`src/rtl/cgra_pipe_pkg.sv`:
```
// Shared types and encodings for the ID/EX pipeline slice: opcodes, ALU op classes,
// the decoder control bundle and the ID/EX FSM state.
package cgra_pipe_pkg;

    localparam logic [6:0] OP_R      = 7'b0110011;
    localparam logic [6:0] OP_I      = 7'b0010011;
    localparam logic [6:0] OP_LOAD   = 7'b0000011;
    localparam logic [6:0] OP_STORE  = 7'b0100011;
    localparam logic [6:0] OP_BRANCH = 7'b1100011;
    localparam logic [6:0] OP_VEC    = 7'b1010111;

    localparam logic [1:0] ALU_ADD    = 2'b00;
    localparam logic [1:0] ALU_BRANCH = 2'b01;
    localparam logic [1:0] ALU_RTYPE  = 2'b10;
    localparam logic [1:0] ALU_ITYPE  = 2'b11;

    typedef struct packed {
        logic [1:0] alu_op;
        logic       alu_src;
        logic       reg_write;
        logic       mem_rd;
        logic       mem_wr;
        logic       mem_to_reg;
        logic       imm_select;
    } ctrl_t;

    typedef enum logic {StRun, StVecWait} state_e;

    // A bubble keeps operand-select bits but drops every side-effecting control.
    function automatic ctrl_t bubble_ctrl(ctrl_t c);
        ctrl_t b;
        b            = '0;
        b.alu_op     = ALU_ADD;
        b.alu_src    = c.alu_src;
        b.imm_select = c.imm_select;
        return b;
    endfunction

endpackage

```
`src/rtl/id_ex_hazard.sv`:
```
// Combinational load-use detector: a load in EX whose destination feeds the ID instruction.
module id_ex_hazard
    import cgra_pipe_pkg::*;
(
    input  logic       id_valid_i,
    input  logic       ex_valid_i,
    input  logic       ex_mem_rd_i,
    input  logic [4:0] ex_rd_addr_i,
    input  logic [4:0] rs1_addr_i,
    input  logic [4:0] rs2_addr_i,
    input  logic       alu_src_i,
    input  logic       mem_wr_i,
    output logic       load_use_o
);

    logic rs1_hit;
    logic rs2_hit;

    assign rs1_hit = (ex_rd_addr_i == rs1_addr_i);
    // rs2 is only read when it is the ALU operand or the store data.
    assign rs2_hit = (ex_rd_addr_i == rs2_addr_i) && (!alu_src_i || mem_wr_i);

    assign load_use_o = id_valid_i && ex_valid_i && ex_mem_rd_i && (ex_rd_addr_i != 5'd0) &&
                        (rs1_hit || rs2_hit);

endmodule

```
`src/rtl/id_ex_stage.sv`:
```
// ID/EX pipeline register with load-use bubbles, flush and CGRA vector-op hold.
// Optional macro VEC_TIMEOUT_EN bounds the vector wait and raises vec_err_o on expiry.
module id_ex_stage
    import cgra_pipe_pkg::*;
#(
    parameter int unsigned XLEN        = 32,
    parameter int unsigned VEC_TIMEOUT = 255
) (
    input  logic            clk_i,
    input  logic            rst_i,
    input  logic            id_valid_i,
    input  logic [1:0]      ALUOp_i,
    input  logic            ALUSrc_i,
    input  logic            RegWrite_i,
    input  logic            MemRd_i,
    input  logic            MemWr_i,
    input  logic            MemToReg_i,
    input  logic            immSelect_i,
    input  logic            vec_i,
    input  logic [XLEN-1:0] pc_i,
    input  logic [XLEN-1:0] rs1_data_i,
    input  logic [XLEN-1:0] rs2_data_i,
    input  logic [XLEN-1:0] imm_i,
    input  logic [9:0]      funct_i,
    input  logic [4:0]      rs1_addr_i,
    input  logic [4:0]      rs2_addr_i,
    input  logic [4:0]      rd_addr_i,
    input  logic            flush_i,
    input  logic            vec_ack_i,
    output logic            ex_valid_o,
    output logic            ex_vec_o,
    output logic [1:0]      ex_ALUOp_o,
    output logic            ex_ALUSrc_o,
    output logic            ex_RegWrite_o,
    output logic            ex_MemRd_o,
    output logic            ex_MemWr_o,
    output logic            ex_MemToReg_o,
    output logic            ex_immSelect_o,
    output logic [XLEN-1:0] ex_pc_o,
    output logic [XLEN-1:0] ex_rs1_data_o,
    output logic [XLEN-1:0] ex_rs2_data_o,
    output logic [XLEN-1:0] ex_imm_o,
    output logic [9:0]      ex_funct_o,
    output logic [4:0]      ex_rs1_addr_o,
    output logic [4:0]      ex_rs2_addr_o,
    output logic [4:0]      ex_rd_addr_o,
    output logic            stall_o,
    output logic            vec_req_o,
    output logic            vec_err_o
);

    state_e          state_q, state_d;
    ctrl_t           ctrl_q, ctrl_d, id_ctrl;
    logic            valid_q, valid_d, vec_q, vec_d, req_q, req_d;
    logic [XLEN-1:0] pc_q, pc_d, rs1_q, rs1_d, rs2_q, rs2_d, imm_q, imm_d;
    logic [9:0]      funct_q, funct_d;
    logic [4:0]      a1_q, a1_d, a2_q, a2_d, rd_q, rd_d;
    logic            load_use, accept, squash, timeout;

    assign id_ctrl = '{alu_op: ALUOp_i, alu_src: ALUSrc_i, reg_write: RegWrite_i,
                       mem_rd: MemRd_i, mem_wr: MemWr_i, mem_to_reg: MemToReg_i,
                       imm_select: immSelect_i};

    id_ex_hazard u_hazard (
        .id_valid_i  (id_valid_i),
        .ex_valid_i  (valid_q),
        .ex_mem_rd_i (ctrl_q.mem_rd),
        .ex_rd_addr_i(rd_q),
        .rs1_addr_i  (rs1_addr_i),
        .rs2_addr_i  (rs2_addr_i),
        .alu_src_i   (ALUSrc_i),
        .mem_wr_i    (MemWr_i),
        .load_use_o  (load_use)
    );

    assign stall_o = load_use || ((state_q == StVecWait) && !vec_ack_i);
    assign accept  = (state_q == StRun) || vec_ack_i;
    // Flush is meaningless while a vector op occupies EX, so it only squashes in RUN.
    assign squash  = timeout || load_use || (flush_i && (state_q == StRun));

`ifdef VEC_TIMEOUT_EN
    localparam int unsigned CntW = (VEC_TIMEOUT > 255) ? $clog2(VEC_TIMEOUT + 1) : 8;
    logic [CntW-1:0] cnt_q, cnt_d;
    logic            err_q;

    assign timeout   = (state_q == StVecWait) && !vec_ack_i &&
                       (cnt_q == CntW'(VEC_TIMEOUT - 1));
    assign cnt_d     = ((state_q == StVecWait) && !vec_ack_i) ? cnt_q + 1'b1 : '0;
    assign vec_err_o = err_q;

    always_ff @(posedge clk_i or posedge rst_i) begin
        if (rst_i) begin
            cnt_q <= '0;
            err_q <= 1'b0;
        end else begin
            cnt_q <= cnt_d;
            err_q <= timeout;
        end
    end
`else
    assign timeout   = 1'b0;
    assign vec_err_o = 1'b0;
`endif

    always_comb begin
        state_d = state_q;
        ctrl_d  = ctrl_q;
        valid_d = valid_q;
        vec_d   = vec_q;
        req_d   = req_q;
        pc_d    = pc_q;
        rs1_d   = rs1_q;
        rs2_d   = rs2_q;
        imm_d   = imm_q;
        funct_d = funct_q;
        a1_d    = a1_q;
        a2_d    = a2_q;
        rd_d    = rd_q;
        if (accept || timeout) begin
            pc_d    = pc_i;
            rs1_d   = rs1_data_i;
            rs2_d   = rs2_data_i;
            imm_d   = imm_i;
            funct_d = funct_i;
            a1_d    = rs1_addr_i;
            a2_d    = rs2_addr_i;
            rd_d    = rd_addr_i;
            ctrl_d  = bubble_ctrl(id_ctrl);
            valid_d = 1'b0;
            vec_d   = 1'b0;
            state_d = StRun;
            req_d   = 1'b0;
            if (!squash) begin
                ctrl_d  = id_ctrl;
                valid_d = id_valid_i;
                vec_d   = vec_i && id_valid_i;
                if (vec_i && id_valid_i) begin
                    state_d = StVecWait;
                    req_d   = 1'b1;
                end
            end
        end
    end

    always_ff @(posedge clk_i or posedge rst_i) begin
        if (rst_i) begin
            state_q <= StRun;
            ctrl_q  <= '0;
            valid_q <= 1'b0;
            vec_q   <= 1'b0;
            req_q   <= 1'b0;
            pc_q    <= '0;
            rs1_q   <= '0;
            rs2_q   <= '0;
            imm_q   <= '0;
            funct_q <= '0;
            a1_q    <= '0;
            a2_q    <= '0;
            rd_q    <= '0;
        end else begin
            state_q <= state_d;
            ctrl_q  <= ctrl_d;
            valid_q <= valid_d;
            vec_q   <= vec_d;
            req_q   <= req_d;
            pc_q    <= pc_d;
            rs1_q   <= rs1_d;
            rs2_q   <= rs2_d;
            imm_q   <= imm_d;
            funct_q <= funct_d;
            a1_q    <= a1_d;
            a2_q    <= a2_d;
            rd_q    <= rd_d;
        end
    end

    assign ex_valid_o     = valid_q;
    assign ex_vec_o       = vec_q;
    assign ex_ALUOp_o     = ctrl_q.alu_op;
    assign ex_ALUSrc_o    = ctrl_q.alu_src;
    assign ex_RegWrite_o  = ctrl_q.reg_write;
    assign ex_MemRd_o     = ctrl_q.mem_rd;
    assign ex_MemWr_o     = ctrl_q.mem_wr;
    assign ex_MemToReg_o  = ctrl_q.mem_to_reg;
    assign ex_immSelect_o = ctrl_q.imm_select;
    assign ex_pc_o        = pc_q;
    assign ex_rs1_data_o  = rs1_q;
    assign ex_rs2_data_o  = rs2_q;
    assign ex_imm_o       = imm_q;
    assign ex_funct_o     = funct_q;
    assign ex_rs1_addr_o  = a1_q;
    assign ex_rs2_addr_o  = a2_q;
    assign ex_rd_addr_o   = rd_q;
    assign vec_req_o      = req_q;

endmodule

```
`config.mk`:
```
export PLATFORM = sky130hd
export DESIGN_NAME = id_ex_stage
export DESIGN_NICKNAME = d
export VERILOG_FILES = /design/src/rtl/cgra_pipe_pkg.sv /design/src/rtl/id_ex_hazard.sv /design/src/rtl/id_ex_stage.sv
export SDC_FILE = /design/constraint.sdc
export NUM_CORES = 1
export LEC_CHECK = 0
export BUFFER_PORTS_ARGS = -buffer_cell sky130_fd_sc_hd__buf_2
export CAP_MARGIN = 5
export CELL_PAD_IN_SITES_DETAIL_PLACEMENT = 0
export CELL_PAD_IN_SITES_GLOBAL_PLACEMENT = 2
export CORE_AREA = 2 2 121 211
export DETAILED_ROUTE_END_ITERATION = 10
export DIE_AREA = 0 0 123 213
export HOLD_SLACK_MARGIN = 0.06
export PLACE_DENSITY = 0.85
export SYNTH_ARGS = -nofsm -noshare
export SYNTH_HDL_FRONTEND = slang
export SYNTH_SLANG_ARGS = --single-unit
export TNS_END_PERCENT = 50
```
`constraint.sdc`:
```
create_clock -name clk_i -period 13.95 [get_ports clk_i]
set_clock_uncertainty 0.15 [all_clocks]
set_input_delay 0.6975 -clock clk_i [delete_from_list [all_inputs] [get_ports clk_i]]
set_output_delay 0.6975 -clock clk_i [all_outputs]
set_load 0.01 [all_outputs]
```
# Word-level counts from Yosys, hierarchy flattened
# Cells that the tools add are included.
# word_totals
reg_bits,164
in_bits,167
output_inout_bits,166
# classes
bitwise_logic,1
reduce_logical,16
n_eq_ne,2
n_mux,5
# ops
operator,count
equality test 5 bit,2
logical AND 1 bit,8
2-to-1 mux 8 bit,1
logical OR 1 bit,5
nonzero test 5 bit,1
2-to-1 mux 1 bit,4
zero test 1 bit,2
NOT 1 bit,1

# Depth between registers and ports, before layout
# Gate-level depths: netlist (run 1).
# logic_depth
ltp_word,7
ltp_mapped,7
ltp_nobuf,5

# Modules after synthesis
# Synthesis (run 1) repeated with hierarchy kept, for this count alone.
# hier_totals
hier_cells,389
hier_area_um2,6930.4
# by_module_without_submodules
module,n_inst,area_per_inst_um2,cells_per_inst
id_ex_stage,1,6794.0,371
id_ex_hazard,1,136.4,18

# Worst setup path after synthesis (run 1)
# OpenSTA, ideal clock, no wires.
# synth_path
path_kind,in2out
startpoint,in vec_ack_i
endpoint,out stall_o
slack_ns,11.600
path_stages,4
required_time_ns,13.102
arrival_time_ns,1.502
cell_sequence,nand2b_1 clkbuf_1 buf_1 nand2_1
# synth_between
elab_chain_len,3
# synth_lines
item,line_no,source
"start, declared",id_ex_stage.sv:29,"input logic vec_ack_i,"
zero test 1 bit,id_ex_stage.sv:76,assign stall_o = load_use || ((state_q == StVecWait) && !vec_ack_i);
logical AND 1 bit,id_ex_stage.sv:76,
logical OR 1 bit,id_ex_stage.sv:76,
"end, declared",id_ex_stage.sv:47,"output logic stall_o,"
# No other way between the ends.

# Worst setup path after layout (run 1)
# layout_path
startpoint,reg rd_q[1] (netlist: ex_rd_addr_o[1])
endpoint,out stall_o
# layout_between
elab_chain_len,5
elab_cells_between_ends,8
classes_between,eq/ne (2); reduce/logical (6)
# layout_lines
item,line_no,source
"start, declared",id_ex_stage.sv:57,"logic [4:0] a1_q, a1_d, a2_q, a2_d, rd_q, rd_d;"
"start signal, assigned",id_ex_stage.sv:173,rd_q <= rd_d;
equality test 5 bit,id_ex_hazard.sv:21,assign rs2_hit = (ex_rd_addr_i == rs2_addr_i) && (!alu_src_i || mem_wr_i);
logical AND 1 bit,id_ex_hazard.sv:21,
logical OR 1 bit,id_ex_hazard.sv:24,(rs1_hit || rs2_hit);
logical AND 1 bit *,id_ex_hazard.sv:23,assign load_use_o = id_valid_i && ex_valid_i && ex_mem_rd_i && (ex_rd_addr_i != 5'd0) &&
logical OR 1 bit *,id_ex_stage.sv:76,
# Every way passes the cells marked *; elsewhere a longest branch is shown, timed or not.

==> out/metrics.cfg, run 1 <==
[floorplanning]
site_row_count=76
boundary_pins=333
initial_util_pct=25.7
core_region_area_um2=24500
horiz_die_dim_um=123
die_area_um2=26200
chipHeight_um=213

[detailed_routing]
detail_route.first_pass.iterations=5
ant_nets=0
finalWirelength_mm=20.4
wl_per_cell_um=15.1
route.vias.total=5568
detail_route.drc_violations=0
dr.first_iter.drc_count=294
routed_via_density=4.14

[job]
max_cap_violations=0

[worst_setup_path]
critical_path.reg2reg.startpoint=ex_vec_o
required_ns=13.10
worstSetupPathType=reg2out
worst-r2r-setup-slack_ns=11.51
worst_setup_path_end_kind=output pin
cpMaxStageDelayCell=dfrtp_1
critPathLaunchType=register
worst_r2r_endpoint=ex_rs1_data_o[20]
worst_path_most_repeated_cell=nand2_1
worst-path-max-fanout=5
cp_data_arrival_time_ns=1.99
crit_path_cell_trace=xnor2_1 > nand4_1 > o22ai_2 > nand2_1 > nand2_1 > buf_2
cpPeakStageDelay_ns=0.48
ff2ff_path_depth=5

[synth]
synth_edf_count=0
synth.cell_area_um2=6290
netlist_instances=702
synth_top_cell_area_share_pct=64.8
synth.most_common_cell=nand2_1
synth.avg_cell_area_um2=8.97
ys_ff_latch=163
area_leader_netlist=dfrtp_1
yosys-top-cells-count=468 x nand2_1, 163 x dfrtp_1, 16 x clkbuf_1
yosys_warns=0
synth-seq-area-share_pct=64.8
synthTopCellsByArea=dfrtp_1 65%, nand2_1 28%, xnor2_1 1.4%, buf_4 1.2%, a22o_1 0.97%
synth_flop_cell=dfrtp_1
yosys.cell_types.count=22
syn-num-nets=869
synth-async-reset-ratio_pct=100

[grt]
grt_max_degree=165
grt_antenna_before_repair=3
grt_use_met3_pct=5.96
first_global_vias=5530
busiest_layer=met2
grt_use_met1_pct=16.6
overflow=0
groute.usage.overall_pct=15.7
grt_first_pass_wirelength_mm=30.6
grtUsageMet2_pct=27.1

[layout]
area_growth_pct=40.1
fin_util_pct=35.9
fillers=2625
stdcell_area_um2=8820
nets=1186
drive_gt1_share_pct=36.3

[placed_design]
io_buffer_count=331
dp_hpwl_mm=14.2
placed_area_um2=8210
gp_congestion=0.754

[power_and_ir_drop]
power_per_cell_area_nw_per_um2=136
power.leakage_nw=5.00
worst_vdd_drop_uv=68.9

[clock_network]
ctsRootBufferMaster=clkbuf_16
clock_insertion_delay_worst_skew_ns=0.44
cts_tree=yes
clock_sink_count=163
clk_path_buf_depth=2
cts.repair.resized=0
cts.hold.buffers_added=0
clk_pin_slew_worst_paths_ns=0.07
cts.htree.levels=4
number_of_buffers_added_for_setup_after_cts=0
number_of_buffers_inserted_during_clock_tree_synthesis=17

[timing]
setup_total_negative_slack_ns=0
final_worst_path_period_need_ns=2.84
setup_viol=0
max_slew_margin_vs_limit_pct=29.8
rsz0062_at_grt=false
worst_slew_pin_slew_ns=1.05
final_max_slew_viol_count=0
post-route-period-util_pct=20.3
max_clock_freq_mhz=353
hold_viol_final=0

[hold_path]
hold_path.class=in2async

[status]
status=complete, no violations

==> layout by cell type, fill, tap and decap left out, drive strengths merged <==
| master | n |
|---|---|
| nand2 | 468 |
| buf | 335 |
| dfrtp | 163 |
| clkbuf | 20 |
| xnor2 | 10 |
| a22o | 7 |
| clkinv | 7 |
| inv | 4 |
| diode | 2 |
| o21ai | 2 |
| clkinvlp | 2 |
| bufinv | 2 |
| nor2 | 2 |
| nand3 | 2 |
| nand2b | 1 |
| nand4 | 1 |
| o22ai | 1 |
| nor3 | 1 |
| a21oi | 1 |
| a221o | 1 |
| a221oi | 1 |
| conb | 1 |
==> layout make-up <==
type,instances,area (um2),share of cell area (%)
multi-input cells,499,2030,23.0
flip-flops and latches,163,4080,46.3
clock inverters,12,130,1.48
diodes,2,5.00,0.0568
clock buffers,20,467,5.29
inverters,3,16.3,0.185
repair buffers,335,1700,19.3
well taps,312,390,4.43
==> worst max-delay path, delay by kind of cell (launching register included) <==
family | cells | cell delay (ns)
buffers and inverters | 1 | 0.13
AO/OA/AOI/OAI | 1 | 0.30
XOR/XNOR | 1 | 0.22
AND/OR/NAND/NOR | 3 | 0.41
flip-flops | 1 | 0.48
==> worst max path at each step <==
| stage | startpoint | to | cells after the start |
|---|---|---|---|
| floorplan | rst_i | ex_ALUOp_o[0] | 1 |
| global placement | vec_ack_i | ex_rs1_data_o[0] | 6 |
| detailed placement | vec_ack_i | ex_rs1_data_o[29] | 6 |
| CTS | ex_rd_addr_o[1] | stall_o | 6 |
| global route | ex_rd_addr_o[1] | stall_o | 6 |
| finish | ex_rd_addr_o[1] | stall_o | 6 |
==> per-stage QoR <==
step                std cells  power [mW]  hold WS (ns)  worst slack [ns]
finish                   1346        1.20         0.280             11.11
global route             1345        1.27         0.279             10.94
CTS                      1344        1.23         0.266             11.05
detailed placement       1312       0.741         0.300             11.02
global placement         1312       0.737         0.293             11.02
floorplan                 702       0.643         0.352              8.70
==> cells by family (layout without fill, tap and decap cells) <==
group	Yosys count	count (layout)	share of synthesized area [%]
AND/OR/NAND/NOR	475	475	28.5
AO/OA/AOI/OAI	13	13	2.01
XOR/XNOR	10	10	1.39
buffers and inverters	40	370	3.18
other	1	3	0.0596
flip-flops	163	163	64.8
==> per-layer routing <==
metal,wire [um],share of wire (%)
met1,7620,37
met2,10400,51
met3,1730,8.5
met4,574,2.8
met5,13,0.064
==> flip-flops by register name, indices dropped and copies added (netlist names) <==
register        cells
ex_ALUOp_o          2
ex_ALUSrc_o         1
ex_MemRd_o          1
ex_MemToReg_o       1
ex_MemWr_o          1
ex_RegWrite_o       1
ex_funct_o         10
ex_immSelect_o      1
ex_imm_o           32
ex_pc_o            32
ex_rd_addr_o        5
ex_rs1_addr_o       5
ex_rs1_data_o      32
ex_rs2_addr_o       5
ex_rs2_data_o      32
ex_valid_o          1
ex_vec_o            1
==> power by group <==
group	internal [mW]	total, mW	switching, mW
Clock	0.278	0.477	0.200
Combinational	0.0740	0.184	0.110
Sequential	0.518	0.542	0.0246
Total	0.869	1.20	0.334
(Power assumes the default switching activity.)
==> run 2, diff against run 1 <==
CORE_AREA = 2 2 126 220   (was 2 2 121 211)
DIE_AREA = 0 0 128 222   (was 0 0 123 213)
PLACE_DENSITY = 0.79   (was 0.85)
clock period = 2.9 ns   (was 13.95 ns; I/O delays follow)
==> out/metrics.cfg, run 2 (synthesis results as in run 1) <==
[placed_design]
placed_area_um2=8300  ; +1.1%
gp_congestion=0.784  ; +4.0%
io_buffer_count=331  ; unchanged
dpl_worst_slack_ns=0.982  ; -10.03 ns
dp_hpwl_mm=15.1  ; +6.4%
placed_cells=1327  ; +1.1%

[grt]
groute.usage.overall_pct=15.9  ; +0.22 points
grt_antenna_before_repair=1  ; -2
overflow=0  ; unchanged
first_global_vias=6598  ; +19%
grt_max_degree=136  ; -18%
grt_first_pass_wirelength_mm=34.6  ; +13%

[clock_network]
cts_tree=yes
number_of_buffers_added_for_setup_after_cts=0  ; unchanged
ctsRootBufferMaster=clkbuf_16
number_of_buffers_inserted_during_clock_tree_synthesis=17  ; unchanged
clk_pin_slew_worst_paths_ns=0.07  ; about the same
cts.htree.levels=4  ; unchanged
cts.repair.resized=0  ; unchanged
clk_path_buf_depth=2  ; unchanged
clock_sink_count=163  ; unchanged
clock_insertion_delay_worst_skew_ns=0.45  ; about the same

[timing]
setup_viol=0  ; unchanged
final_critical_path_setup_slack_ns=0.473  ; -10.64 ns
worst_hold_slack_ns=0.174  ; -0.106 ns
setup_total_negative_slack_ns=0  ; unchanged
worst_slew_pin_slew_ns=0.846  ; -0.207 ns
max_clock_freq_mhz=412
hold_viol_final=0  ; unchanged
final_worst_path_period_need_ns=2.43
final_max_slew_viol_count=0  ; unchanged
post-route-period-util_pct=83.7
max_slew_margin_vs_limit_pct=43.6  ; +14 points
rsz0062_at_grt=false

[hold_path]
min_to=ex_rs1_addr_o[1]
hold_path_startpoint=vec_ack_i
hold_path.class=in2reg
whs_path_depth=5

[worst_setup_path]
cp_num_buf_inv=3  ; +2
worstSetupPathType=reg2reg
cpMaxStageDelayCell=dlygate4sd3_1
crit_path_cell_trace=inv_2 > nor2_4 > buf_12 > a22o_1 > dlygate4sd3_1
ff2ff_path_depth=5  ; unchanged
required_ns=3.13  ; -9.97 ns
worst_setup_path_end_kind=register
worst_r2r_endpoint=ex_ALUOp_o[0]
worst-path-max-fanout=68  ; +63
critPathLaunchType=register
cpPeakStageDelay_ns=0.54  ; +0.06 ns
critical-path-top-delay-family=buffers and inverters
critical_path.reg2reg.startpoint=ex_vec_o
worst-r2r-setup-slack_ns=0.47  ; -11.04 ns
cp_data_arrival_time_ns=2.66  ; +0.67 ns

[detailed_routing]
finalWirelength_mm=22.2  ; +9.0%
routed_via_density=4.08  ; -1.4%
route.vias.total=6320  ; +14%
dr.first_iter.drc_count=234  ; -20%
wl_per_cell_um=14.3  ; -5.3%
ant_nets=0  ; unchanged
detail_route.first_pass.iterations=4  ; -1
detail_route.drc_violations=0  ; unchanged

[layout]
mostFrequentLayoutCell=nand2_1
stdcell_area_um2=10900  ; +23%
nets=1379  ; +16%
area_growth_pct=72.8
layoutNonFillerInstCount=1549  ; +15%
commonest_non_fill_non_tap_cells_in_the_layout=468 x nand2_1, 331 x buf_2, 190 x dlygate4sd3_1
drive_gt1_share_pct=30.7  ; -5.6 points
fillers=2680  ; +2.1%
antennaDiodeCount=0  ; -2
fin_util_pct=41.1  ; +5.1 points

[power_and_ir_drop]
power_per_cell_area_nw_per_um2=585  ; +330%
power.share.combinational_pct=17.9  ; +2.6 points
power.leakage_nw=5.85  ; +17%
clock_power_share_pct=41.1  ; +1.4 points
intPower_mw=4.69  ; +440%
p_sw_share_pct=26.4  ; -1.4 points
worst_vdd_drop_uv=424  ; +520%
totalPowerFinal_mw=6.36  ; +430%
power_switching_mw=1.68  ; +400%
pwr-share-seq_pct=41.0  ; -4.1 points

[floorplanning]
horiz_die_dim_um=128  ; +4.1%
chipHeight_um=222  ; +4.2%
initial_util_pct=23.8  ; -1.9 points
site_row_count=79  ; +3.9%
core_region_area_um2=26500  ; +8.0%
die_area_um2=28400  ; +8.5%
boundary_pins=333  ; unchanged

[job]
max_cap_violations=0  ; unchanged

[status]
status=complete, no violations

[run 2: cell count changes in the layout (fill, tap and decap cells not counted), sizes merged]
cell         delta
dlygate4sd3   +190
clkinv          -6
bufinv          +4
buf             +3
clkinvlp        +3
diode           -2
inv             -1
[run 2: layout make-up]
class / count / area [um2] / area share [%]
flip-flops and latches: 163 / 4080 / 37.5
repair buffers: 528 / 3670 / 33.8
multi-input cells: 499 / 2030 / 18.7
clock buffers: 20 / 447 / 4.11
well taps: 324 / 405 / 3.73
clock inverters: 12 / 228 / 2.09
inverters: 3 / 15.0 / 0.138
[run 2: worst max-delay path by stage]
stage                     startpoint             to  cells after the start
after CTS                   ex_vec_o  ex_ALUOp_o[0]                      5
final                       ex_vec_o  ex_ALUOp_o[0]                      5
after global placement      ex_vec_o  ex_ALUOp_o[1]                      4
after floorplan                rst_i  ex_ALUOp_o[0]                      1
after global routing        ex_vec_o  ex_ALUOp_o[1]                      5
after detailed placement    ex_vec_o  ex_ALUOp_o[0]                      4
[run 2: worst register-to-register path: stages (launching register included)]
cell           delay, ns
dfrtp_1             0.43
inv_2               0.10
nor2_4              0.53
buf_12              0.35
a22o_1              0.26
dlygate4sd3_1       0.54
[run 2: power by group through the flow]
stage | Sequential, mW | Combinational, mW | Clock (mW)
3_5_place_dp | 2.65 | 0.932 | 0
2_1_floorplan | 2.75 | 0.341 | 0
6_report | 2.61 | 1.14 | 2.62
3_3_place_gp | 2.64 | 0.924 | 0
5_1_grt | 2.64 | 1.26 | 2.79
4_1_cts | 2.61 | 1.16 | 2.71
[run 2: routing by layer]
metal,vias up,share of wire (%),global-route usage [%]
li1,3145,-,-
met1,2902,38,16.8
met2,222,52,28.4
met3,49,5.4,4.13
met4,2,4.2,8.79
met5,-,0.059,0
[run 2: repair_timing]
item / CTS / global route
hold buffers: 190 / 0
endpoints found under the hold margin: 326 / 0
setup endpoints to repair: 0 / 0
==> run 3, diff against run 2 <==
clock period = 2.5 ns   (was 2.9 ns; I/O delays follow)
==> out/metrics.cfg, run 3 (synthesis results as in run 1) <==
[hold_path]
whs_path_depth=5  ; unchanged
hold_path.class=in2reg
hold_path_startpoint=vec_ack_i
min_to=ex_rd_addr_o[3]

[floorplanning]
boundary_pins=333  ; unchanged
site_row_count=79  ; unchanged
initial_util_pct=23.8  ; unchanged
chipHeight_um=222  ; unchanged
horiz_die_dim_um=128  ; unchanged
die_area_um2=28400  ; unchanged
core_region_area_um2=26500  ; unchanged

[clock_network]
cts.repair.resized=0  ; unchanged
cts.htree.levels=4  ; unchanged
clock_insertion_delay_worst_skew_ns=0.44  ; about the same
clk_path_buf_depth=2  ; unchanged
clock_sink_count=163  ; unchanged
number_of_buffers_added_for_setup_after_cts=0  ; unchanged
cts.hold.buffers_added=182  ; -4.2%
number_of_buffers_inserted_during_clock_tree_synthesis=17  ; unchanged
clk_pin_slew_worst_paths_ns=0.06  ; about the same
ctsRootBufferMaster=clkbuf_16
cts_tree=yes

[layout]
mostFrequentLayoutCell=nand2_1
drive_gt1_share_pct=31.0  ; +0.26 points
commonest_non_fill_non_tap_cells_in_the_layout=468 x nand2_1, 331 x buf_2, 182 x dlygate4sd3_1
multi_input_combinational_cell_area_um2=2030  ; unchanged
fillers=2693  ; +0.49%
area_growth_pct=70.8
layoutNonFillerInstCount=1545  ; -0.26%
stdcell_area_um2=10700  ; -1.2%
fin_util_pct=40.6  ; -0.49 points
nets=1373  ; -0.44%
seqCellArea_um2=4080  ; unchanged

[placed_design]
dp_hpwl_mm=15.4  ; +1.9%
placed_area_um2=8320  ; +0.18%
gp_congestion=0.782  ; -0.26%
io_buffer_count=331  ; unchanged
placed_cells=1329  ; +0.15%

[detailed_routing]
detail_route.first_pass.iterations=4  ; unchanged
wl_per_cell_um=14.3  ; about the same
detail_route.drc_violations=0  ; unchanged
finalWirelength_mm=22.1  ; -0.32%
routed_via_density=4.08  ; about the same
ant_nets=0  ; unchanged
route.vias.total=6300  ; -0.32%
dr.first_iter.drc_count=177  ; -24%

[power_and_ir_drop]
worst_vdd_drop_uv=486  ; +14%
power_per_cell_area_nw_per_um2=656  ; +12%
power.leakage_nw=5.81  ; -0.81%

[timing]
post-route-period-util_pct=89.7  ; +6.0 points
max_clock_freq_mhz=446  ; +8.3%
worst_hold_slack_ns=0.0839  ; -0.0901 ns
rsz0062_at_grt=false
setup_total_negative_slack_ns=0  ; unchanged
final_worst_path_period_need_ns=2.24  ; -0.185 ns
final_max_slew_viol_count=0  ; unchanged
hold_viol_final=0  ; unchanged
worst_slew_pin_slew_ns=0.777  ; -0.0693 ns
max_slew_margin_vs_limit_pct=48.2  ; +4.6 points
setup_viol=0  ; unchanged

[worst_setup_path]
worst_setup_path_end_kind=register
required_ns=2.73  ; -0.40 ns
critical_path.reg2reg.startpoint=ex_rd_addr_o[2]
worst_setup_path_startpoint=ex_rd_addr_o[2]
cp_data_arrival_time_ns=2.47  ; -0.19 ns
critPathLaunchType=register
crit_path_cell_trace=nor3_1 > a21oi_1 > a221oi_4 > a22o_1 > dlygate4sd3_1
cpMaxStageDelayCell=dlygate4sd3_1
worst-r2r-setup-slack_ns=0.26  ; -0.22 ns
ff2ff_path_depth=5  ; unchanged
worst-path-max-fanout=7  ; -90%
worstSetupPathType=reg2reg
cpPeakStageDelay_ns=0.54  ; about the same
worst_r2r_endpoint=ex_ALUOp_o[1]

[job]
max_cap_violations=0  ; unchanged

[status]
status=complete, no violations

[grt]
grt_max_degree=125  ; -8.1%
grt_antenna_before_repair=2  ; +1
groute.usage.overall_pct=16.0  ; +0.056 points
overflow=0  ; unchanged
first_global_vias=6653  ; +0.83%
grt_first_pass_wirelength_mm=34.6  ; +0.14%

[run 3: cell count changes in the layout (fill, tap and decap cells not counted), sizes merged]
| cell | previous run | this run |
|---|---|---|
| clkbuf | 20 | 22 |
| buf | 338 | 340 |
| diode | 0 | 3 |
| bufinv | 6 | 3 |
| dlygate4sd3 | 190 | 182 |
| clkinvlp | 5 | 3 |
| clkinv | 1 | 4 |
| inv | 3 | 2 |
[run 3: worst max-delay path by stage]
stage	to	slack [ns]	depth (start not counted)
finish	ex_ALUOp_o[1]	0.26	5
global route	ex_ALUOp_o[1]	0.07	5
CTS	ex_ALUOp_o[0]	0.24	5
detailed placement	ex_ALUOp_o[0]	0.79	4
global placement	ex_ALUOp_o[1]	0.83	4
floorplan	ex_ALUOp_o[0]	0.15	1
[run 3: area by class of cell]
class                   instances  share of cell area [%]
flip-flops and latches        163                    38.0
multi-input cells             499                    18.9
inverters                       3                   0.140
repair buffers                522                    33.6
clock buffers                  22                    4.41
clock inverters                 9                    1.20
well taps                     324                    3.77
diodes                          3                  0.0698
[run 3: stage by stage]
stage | setup WS (ns) | power [mW]
final | 0.258 | 7.05
after global routing | 0.0735 | 7.43
after global placement | 0.831 | 4.14
after floorplan | 0.154 | 3.59
after CTS | 0.239 | 7.19
after detailed placement | 0.794 | 4.15
[run 3: per-layer routing]
metal	vias to the layer above	share of wire, %	global-route usage, %	wire, um
met3	42	5.2	3.69	1160
met5	-	0	0	0
li1	3131	-	-	-
met1	2928	38	16.5	8300
met4	0	4.1	9.50	915
met2	199	53	28.8	11700
[run 3: where the power goes]
| group | leakage, nW | switching (mW) | internal, mW | total [mW] |
|---|---|---|---|---|
| Clock | 0.292 | 1.08 | 1.64 | 2.72 |
| Sequential | 1.93 | 0.134 | 2.89 | 3.02 |
| Combinational | 3.58 | 0.675 | 0.631 | 1.31 |
[run 3: critical path: cells and delay by family, from the launching register on]
kind                   cells  cell delay (ns)
AOI/OAI and AO/OA          3             0.80
buffers and inverters      1             0.54
DFF                        1             0.44
and+or+nand+nor            1             0.25
